<file path="src/rtl/aes_pkg.sv">
// Shared AES-128 key-schedule definitions: round counts, index type, controller
// state encoding and the round-constant table.
package aes_pkg;

    localparam int NR = 10;
    localparam int NK = 4;

    typedef logic [3:0] round_idx_t;

    typedef enum logic [1:0] {
        ST_IDLE,
        ST_EXPAND,
        ST_READY
    } ks_state_t;

    // Entry 0 is never used; rounds are numbered from 1.
    localparam logic [7:0] RCON [0:10] = '{
        8'h00, 8'h01, 8'h02, 8'h04, 8'h08, 8'h10,
        8'h20, 8'h40, 8'h80, 8'h1b, 8'h36
    };

endpackage

</file>
<file path="src/rtl/aes_sbox.sv">
// Combinational AES forward S-box for one byte, shared by SubWord in the key
// schedule and SubBytes in the cipher datapath.
module aes_sbox (
    input  logic [7:0] val,
    output logic [7:0] sub
);

    // Row-major table: entry 0 sits in the most significant byte.
    localparam logic [0:255][7:0] SBOX = {
        128'h637c777bf26b6fc53001672bfed7ab76,
        128'hca82c97dfa5947f0add4a2af9ca472c0,
        128'hb7fd9326363ff7cc34a5e5f171d83115,
        128'h04c723c31896059a071280e2eb27b275,
        128'h09832c1a1b6e5aa0523bd6b329e32f84,
        128'h53d100ed20fcb15b6acbbe394a4c58cf,
        128'hd0efaafb434d338545f9027f503c9fa8,
        128'h51a3408f929d38f5bcb6da2110fff3d2,
        128'hcd0c13ec5f974417c4a77e3d645d1973,
        128'h60814fdc222a908846eeb814de5e0bdb,
        128'he0323a0a4906245cc2d3ac629195e479,
        128'he7c8376d8dd54ea96c56f4ea657aae08,
        128'hba78252e1ca6b4c6e8dd741f4bbd8b8a,
        128'h703eb5664803f60e613557b986c11d9e,
        128'he1f8981169d98e949b1e87e9ce5528df,
        128'h8ca1890dbfe6426841992d0fb054bb16
    };

    assign sub = SBOX[val];

endmodule

</file>
<file path="src/rtl/aes_key_sched_ctrl.sv">
// Iterative AES-128 key expansion: one round key per cycle into an (NR+1)-entry
// buffer, then round keys served by index with one-cycle read latency.
module aes_key_sched_ctrl #(
    parameter int NR = 10
) (
    input  logic         clk,
    input  logic         rst_n,
    input  logic         key_valid,
    output logic         key_ready,
    input  logic [127:0] key_in,
    output logic         busy,
    output logic         keys_ready,
    input  logic         rk_req,
    input  logic [3:0]   rk_idx,
    output logic         rk_valid,
    output logic [127:0] rk_data,
    output logic         rk_err
);

    import aes_pkg::*;

    localparam round_idx_t LAST_IDX = round_idx_t'(NR);

    ks_state_t    state;
    round_idx_t   r;
    logic [127:0] rk [0:NR];

    logic         accept;
    logic [127:0] prev_key;
    logic [127:0] next_key;
    logic [31:0]  rot_word;
    logic [31:0]  sub_word;
    logic [31:0]  temp_word;
    logic [31:0]  w0n, w1n, w2n, w3n;

    assign accept = key_valid && key_ready;

    // One FIPS-197 expansion round from the previous buffer entry.
    assign prev_key  = rk[r - 4'd1];
    assign rot_word  = {prev_key[23:0], prev_key[31:24]};

    for (genvar i = 0; i < 4; i++) begin : g_subword
        aes_sbox u_sbox (
            .val (rot_word[8*i +: 8]),
            .sub (sub_word[8*i +: 8])
        );
    end

    assign temp_word = sub_word ^ {RCON[r], 24'h000000};
    assign w0n       = prev_key[127:96] ^ temp_word;
    assign w1n       = prev_key[95:64]  ^ w0n;
    assign w2n       = prev_key[63:32]  ^ w1n;
    assign w3n       = prev_key[31:0]   ^ w2n;
    assign next_key  = {w0n, w1n, w2n, w3n};

    // Control FSM; handshake and status flags are registered alongside state.
    always_ff @(posedge clk or negedge rst_n) begin
        if (!rst_n) begin
            state      <= ST_IDLE;
            r          <= '0;
            key_ready  <= 1'b1;
            busy       <= 1'b0;
            keys_ready <= 1'b0;
        end else begin
            case (state)
                ST_IDLE, ST_READY: begin
                    if (accept) begin
                        state      <= ST_EXPAND;
                        r          <= 4'd1;
                        key_ready  <= 1'b0;
                        busy       <= 1'b1;
                        keys_ready <= 1'b0;
                    end
                end
                ST_EXPAND: begin
                    if (r == LAST_IDX) begin
                        state      <= ST_READY;
                        key_ready  <= 1'b1;
                        busy       <= 1'b0;
                        keys_ready <= 1'b1;
                    end else begin
                        r <= r + 4'd1;
                    end
                end
                default: begin
                    state      <= ST_IDLE;
                    r          <= '0;
                    key_ready  <= 1'b1;
                    busy       <= 1'b0;
                    keys_ready <= 1'b0;
                end
            endcase
        end
    end

    // Buffer is deliberately left unreset; a reload always precedes use.
    always_ff @(posedge clk) begin
        if (accept) begin
            rk[0] <= key_in;
        end else if (state == ST_EXPAND) begin
            rk[r] <= next_key;
        end
    end

    // Read port samples the pre-edge buffer, so a same-edge reload is not seen.
    always_ff @(posedge clk or negedge rst_n) begin
        if (!rst_n) begin
            rk_valid <= 1'b0;
            rk_err   <= 1'b0;
            rk_data  <= '0;
        end else begin
            rk_valid <= rk_req;
            if (rk_req) begin
                if (state == ST_READY && rk_idx <= LAST_IDX) begin
                    rk_data <= rk[rk_idx];
                    rk_err  <= 1'b0;
                end else begin
                    rk_data <= '0;
                    rk_err  <= 1'b1;
                end
            end else begin
                rk_err <= 1'b0;
            end
        end
    end

endmodule
</file>
<file path="config.mk">
export PLATFORM = sky130hd
export DESIGN_NAME = aes_key_sched_ctrl
export DESIGN_NICKNAME = d
export VERILOG_FILES = /design/src/rtl/aes_pkg.sv /design/src/rtl/aes_sbox.sv /design/src/rtl/aes_key_sched_ctrl.sv
export SDC_FILE = /design/constraint.sdc
export NUM_CORES = 2
export LEC_CHECK = 0
export BUFFER_PORTS_ARGS = -buffer_cell sky130_fd_sc_hd__clkbuf_2
export CAP_MARGIN = 20
export CORE_ASPECT_RATIO = 2
export CORE_UTILIZATION = 44
export DETAILED_ROUTE_END_ITERATION = 12
export PLACE_DENSITY = 0.7
export SYNTH_ARGS = -nofsm -noshare
export SYNTH_HDL_FRONTEND = slang
export SYNTH_SLANG_ARGS = --single-unit
</file>
<file path="constraint.sdc">
create_clock -name clk -period 15.69 [get_ports clk]
set_input_delay 1.569 -clock clk [delete_from_list [all_inputs] [get_ports clk]]
set_output_delay 1.569 -clock clk [all_outputs]
set_load 0.05 [all_outputs]
</file>
; Word level (Yosys, flattened, before mapping)
; Memories as Yosys holds them, arrays and structs flattened.
; Index checks and enable logic that the tools add are counted.
[word_totals]
reg_bits = 139
inputBits = 136
wordCells = 79
ram_bits = 1408
romBits = 8320
out_inout_bits = 133
latch_bits = 0
memories = 6
[memory_table]
columns = memory, words, width, rd, rd_clocked_by_memory_dff, wr, line
row1 = (name not given), 256, 8, 1, 0, 0, aes_sbox.sv:28  ; assign sub = SBOX[val];
row2 = (name not given), 256, 8, 1, 0, 0, aes_sbox.sv:28
row3 = (name not given), 256, 8, 1, 0, 0, aes_sbox.sv:28
row4 = (name not given), 256, 8, 1, 0, 0, aes_sbox.sv:28
row5 = rk, 11, 128, 2, 0, 1, aes_key_sched_ctrl.sv:26  ; logic [127:0] rk [0:NR];
row6 = (name not given), 16, 8, 1, 0, 0, aes_key_sched_ctrl.sv:49  ; assign temp_word = sub_word ^ {RCON[r], 24'h000000};
[op_classes]
addsub = 2
n_reduce_logical = 7
muxes = 34
magnitude_cmp = 6
eq_ne = 6
multipliers = 0
n_shift = 0
bitwise_logic = 10
div_mod_pow = 0
[op_table]
columns = operator, n
row1 = two-way mux 128 bit, 2
row2 = XOR 32 bit, 5
row3 = OR reduction 128 bit, 1
row4 = two-way mux 8 bit, 10
row5 = "greater-or-equal comparator 9 bit, second input constant", 4
row6 = NOT 8 -> 9 bit, 4
row7 = two-way mux 1 bit, 12
row8 = two-way mux 4 bit, 3
row9 = one-hot mux 4 bit (2 select lines), 1
row10 = "inequality test 2 bit, second input constant", 3
row11 = one-hot mux 1 bit (2 select lines), 3
row12 = "greater-or-equal comparator 5 bit, second input constant", 1
row13 = NOT 4 -> 5 bit, 1
row14 = "adder 4 x 1 -> 4 bit, second input constant", 1
row15 = "equality test 4 bit, second input constant", 1
row16 = "less-or-equal comparator 4 bit, second input constant", 1
row17 = two-way mux 2 bit, 2
row18 = one-hot mux 2 bit (2 select lines), 1
row19 = AND reduction 2 bit, 2
row20 = "subtractor 4 x 1 -> 4 bit, second input constant", 1
row21 = "equality test 2 x 1 -> 1 bit, second input constant", 1
row22 = "equality test 2 bit, second input constant", 1
row23 = logical AND 1 bit, 2
row24 = zero test 2 bit, 1
row25 = OR reduction 2 bit, 1

; Longest topological paths before layout
; An unclocked memory read counts as a cell.
[logic_depth]
word_depth = 12
depth_mapped = 33
depth_no_buf = 20

; Cells and area by module
; Synthesis repeated with hierarchy kept, for this count alone.
[hier_totals]
cells_unflattened = 6453
area_unflattened_um2 = 86250.2
[by_module_without_submodules]
columns = mod, n_inst, cells_per_inst, area_each_um2
row1 = aes_key_sched_ctrl, 1, 4425, 73533.0
row2 = aes_sbox, 4, 507, 3179.3

; Worst setup path before layout
; OpenSTA, ideal clock, no wires.
[synth_timing]
kind = reg2reg
from = register r[0]
to = memory rk[5][0] (enable)
setup_time_ns = 0.929
t_required_ns = 14.761
stages_incl_launch_ff = 16
setup_slack_ns = -0.237
n_path_buf = 13
arrival_ns = 14.998
cell_sequence = dfrtp_1 -> buf_4 -> buf_4 -> buf_4 -> buf_4 -> buf_4 -> buf_6 -> buf_6 -> buf_6 -> buf_6 -> buf_6 -> buf_6 -> buf_6 -> buf_1 -> nand2_1 -> nor4_1
[synth_between]
elab_chain_cells = 1
[synth_lines]
columns = item, line
row1 = start: declaration, aes_key_sched_ctrl.sv:25  ; round_idx_t r;
row2 = start signal: assignment, aes_key_sched_ctrl.sv:82  ; r <= r + 4'd1;
row3 = two-way mux 4 bit (no source line), --
row4 = end: declaration, aes_key_sched_ctrl.sv:26
; Every way passes these cells.

; Worst setup path after layout
[layout_timing]
from = register r[0]
to = memory rk[3][19] (data pin)
[layout_between]
elab_chain_cells = 12
[layout_lines]
columns = item, line
row1 = subtractor 4 x 1 -> 4 bit (*), aes_key_sched_ctrl.sv:39  ; assign prev_key = rk[r - 4'd1];
row2 = memory read (11 x 128 bit) (*), --
row3 = NOT 8 -> 9 bit (not written as such), aes_sbox.sv:28
row4 = memory read (256 x 8 bit), --
row5 = two-way mux 8 bit (not written as such) (2 in series), aes_sbox.sv:28
row6 = XOR 32 bit, aes_key_sched_ctrl.sv:49
row7 = XOR 32 bit, aes_key_sched_ctrl.sv:50  ; assign w0n = prev_key[127:96] ^ temp_word;
row8 = XOR 32 bit, aes_key_sched_ctrl.sv:51  ; assign w1n = prev_key[95:64] ^ w0n;
row9 = XOR 32 bit, aes_key_sched_ctrl.sv:52  ; assign w2n = prev_key[63:32] ^ w1n;
row10 = XOR 32 bit (*), aes_key_sched_ctrl.sv:53  ; assign w3n = prev_key[31:0] ^ w2n;
row11 = two-way mux 128 bit (no source line) (*), --
; Every way passes the cells marked *; elsewhere a longest branch is shown, timed or not. The select of a mux whose other input is x is not followed.

==> results.cfg <==
[setup_path]
rrSetupSlack_ps = 4620
rr_worst_depth = 20
timing.rr.end = rk[3][19]$_DFFE_PP_
worstSetupEndpointType = register
worstPathMaxFanout = 99
r2r_start = r[0]$_DFFE_PN0P_
critical_path_class = register to register
critPathRequiredTime_ps = 16150
cp-start-kind = register
cp_data_arrival_time_ps = 11530

[cts]
clockBufferDepth = 4
cts_hold_buf = 0
clock_latency_ps = 840
cts_buffers = 145
cts_resized = 0
clkTransAtPathRegs_ps = 70
tritoncts = yes
cts_root_buf = clkbuf_16
cts.sinks = 1546
h-tree-depth = 4
cts_setup_buffers = 0

[sta]
finalSetupTns_ps = 0
skew_ps = 73.94
tightest_slew_ps = 1380
timing.final.crit_share_pct = 70.55
finalHoldViolations = 0
setup_viol = 0
slew_headroom_pct = 7.984
finalCriticalPeriod_ps = 11070
slew_violations = 0
rsz0062_at_grt = no
fmax_mhz = 90.35

[detailed_routing]
routed_wl_mm = 371.4
drtIter0Drc = 10320
antenna_left = 0
vias = 70980
drc_errors = 0
via_per_inst = 7.046
drtPass1Iterations = 7
routedWlPerCell_um = 36.86

[cells_and_area]
synthToLayoutAreaGrowth_pct = 10.43
fin_cells = 10070
nNetsFinal = 7584
drive_above_1_share_pct = 18.72
fill_cells = 17210
final_cell_area_sq_mm = 0.09741

[synthesis]
synth-seq-area-share_pct = 51.85
synthAdderAreaFrac_pct = 0.8510
synth_edf_count = 1408
synth_xor_area_share_pct = 2.035
ys.flop_type = edfxtp_1
netlist_instances = 7324
synth_top_family_by_area = multiplexers
synthTopCellsByArea = edfxtp_1 48%, mux4_2 12%, mux2i_1 5.5%
synthSimpleGateAreaFrac_pct = 8.659
synth.avg_cell_area_sq_um = 12.04
synthesis.area_sq_mm = 0.08821
async_flop_share_pct = 8.926
synth.area.mux_share_pct = 18.06
synth_top_area_cell = edfxtp_1
synth_most_common_cell = edfxtp_1
synth_compound_area_share_pct = 14.37
mappedNetlistNets = 7520
synth_common_cells = 1408 x edfxtp_1, 786 x nand2_1, 536 x nor2_1
yosysWarnings = 0
synth_top_area_share_pct = 47.93
ys_ff_latch = 1546
synth.distinct_cells = 100

[floorplanning]
pin_count = 269
dieArea_sq_mm = 0.2024
start_util_pct = 44.23
rows = 232
die_height_um = 635.2
coreArea_sq_mm = 0.1994
die_w_um = 318.6

[global_route]
grt_usage_pct = 35.85
overflow = 0
grt_pass1_wl_mm = 518.4
grt_pass1_vias = 68890
grt_max_degree = 137
antenna_found_initial = 23

[place]
dp.cells = 9783
gp_congestion = 1.048
dpl_cell_area_sq_mm = 0.09251
io_buffers = 268
dp_hpwl_mm = 249.0

[min_path]
worstHoldStart = rk_data[122]$_DFFE_PN0P_
holdPathEnd = rk_data[122]$_DFFE_PN0P_
hold_path_depth = 2
min-delay-path-class = register to register

[run]
drv_cap = 0

[outcome]
status = finished, final reports clean
## worst max-delay path by stage
stage / from / cells past startpoint / slack (ps) / end
finish: r[0]$_DFFE_PN0P_ / 20 / 4620 / rk[3][19]$_DFFE_PP_
global route: r[0]$_DFFE_PN0P_ / 20 / 4540 / rk[0][19]$_DFFE_PP_
CTS: r[0]$_DFFE_PN0P_ / 20 / 5350 / rk[3][19]$_DFFE_PP_
detailed placement: r[0]$_DFFE_PN0P_ / 20 / 5350 / rk[7][19]$_DFFE_PP_
global placement: r[0]$_DFFE_PN0P_ / 18 / 4880 / rk[0][86]$_DFFE_PP_
floorplan: r[0]$_DFFE_PN0P_ / 14 / 80 / rk[10][0]$_DFFE_PP_
## routing by layer
layer	track usage (%)	routed length, um	vias to the layer above
met2	58.24	176200	5298
met3	7.467	37610	1298
met1	40.49	119900	35620
met5	0	122	-
met4	30.06	37490	18
li1	-	-	28750
## through the flow
stage / utilization (%) / worst slack, ps / hold slack, ps
floorplan: - / 80.26 / 519.9
global placement: 46.34 / 4877 / 514.3
detailed placement: 46.39 / 5352 / 520.0
CTS: 48.71 / 5346 / 530.0
global route: 48.84 / 4539 / 545.6
finish: 48.85 / 4621 / 525.3
## sequential cells by signal, summed over array words and instances (netlist names)
signal,cells
rk,1408
rk_valid,1
state,2
r,4
busy,1
rk_err,1
key_ready,1
rk_data,128
## logic make-up after synthesis
family | after synthesis
XOR/XNOR | 179
buffers and inverters | 824
AO/OA/AOI/OAI | 1955
multiplexers | 982
AND/OR/NAND/NOR | 1778
flip-flops | 1546
adder cells (fa/ha/maj) | 60
## layout make-up
| class | count | area, sq um | share of cell area [%] |
|---|---|---|---|
| flip-flops and latches | 1546 | 45740 | 46.95 |
| multi-input cells | 4954 | 39290 | 40.33 |
| clock buffers | 180 | 3895 | 3.998 |
| repair buffers | 568 | 3864 | 3.966 |
| well taps | 2574 | 3221 | 3.306 |
| clock inverters | 72 | 732.0 | 0.7514 |
| inverters | 173 | 655.6 | 0.6730 |
| diodes | 7 | 17.52 | 0.01798 |
## worst max-delay path, stage by stage (launching register included)
cell       delay (ps)
dfrtp_4           990
inv_1             590
buf_4             420
ha_4              590
buf_12            460
inv_4             260
buf_4             380
a2111oi_0        1000
o41ai_4           170
buf_4             230
buf_4             290
nand2b_1          610
a21oi_1           140
a311oi_1          780
o31ai_1           170
a32oi_1           750
xor2_1            410
xnor2_1           860
xor2_1            470
xnor2_1           130
o21ai_0           780
## layout by cell type, fill, tap and decap left out, types with 20 or more instances in the layout
cell type	synthesis	routed
ha_1	60	59
a31oi_1	128	118
a21o_1	22	22
o31ai_1	31	28
edfxtp_1	1408	1408
a211oi_1	112	106
nand4_1	33	33
nand2_1	786	785
a21oi_1	510	502
clkbuf_1	271	26
nand2b_1	36	35
dfrtp_1	137	136
o21ai_0	408	401
o211ai_1	112	112
o22ai_1	160	160
a221o_1	21	21
mux2i_1	481	479
and2_1	33	33
o21a_1	30	24
a311oi_1	54	54
o221ai_1	37	37
buf_4	56	247
clkbuf_16	0	149
o311ai_0	40	38
nand3_1	172	172
a2111oi_0	21	21
nor2_1	536	531
xnor2_1	120	120
and3_1	24	24
nor3_1	67	65
a221oi_1	32	32
clkbuf_2	0	263
xor2_1	37	36
clkinv_2	0	20
clkinv_1	3	23
inv_1	164	162
mux4_2	486	486
Power is left out: the tool's default activity adds up to more than one toggle a clock period on the data nets, which glitch-free logic cannot reach.
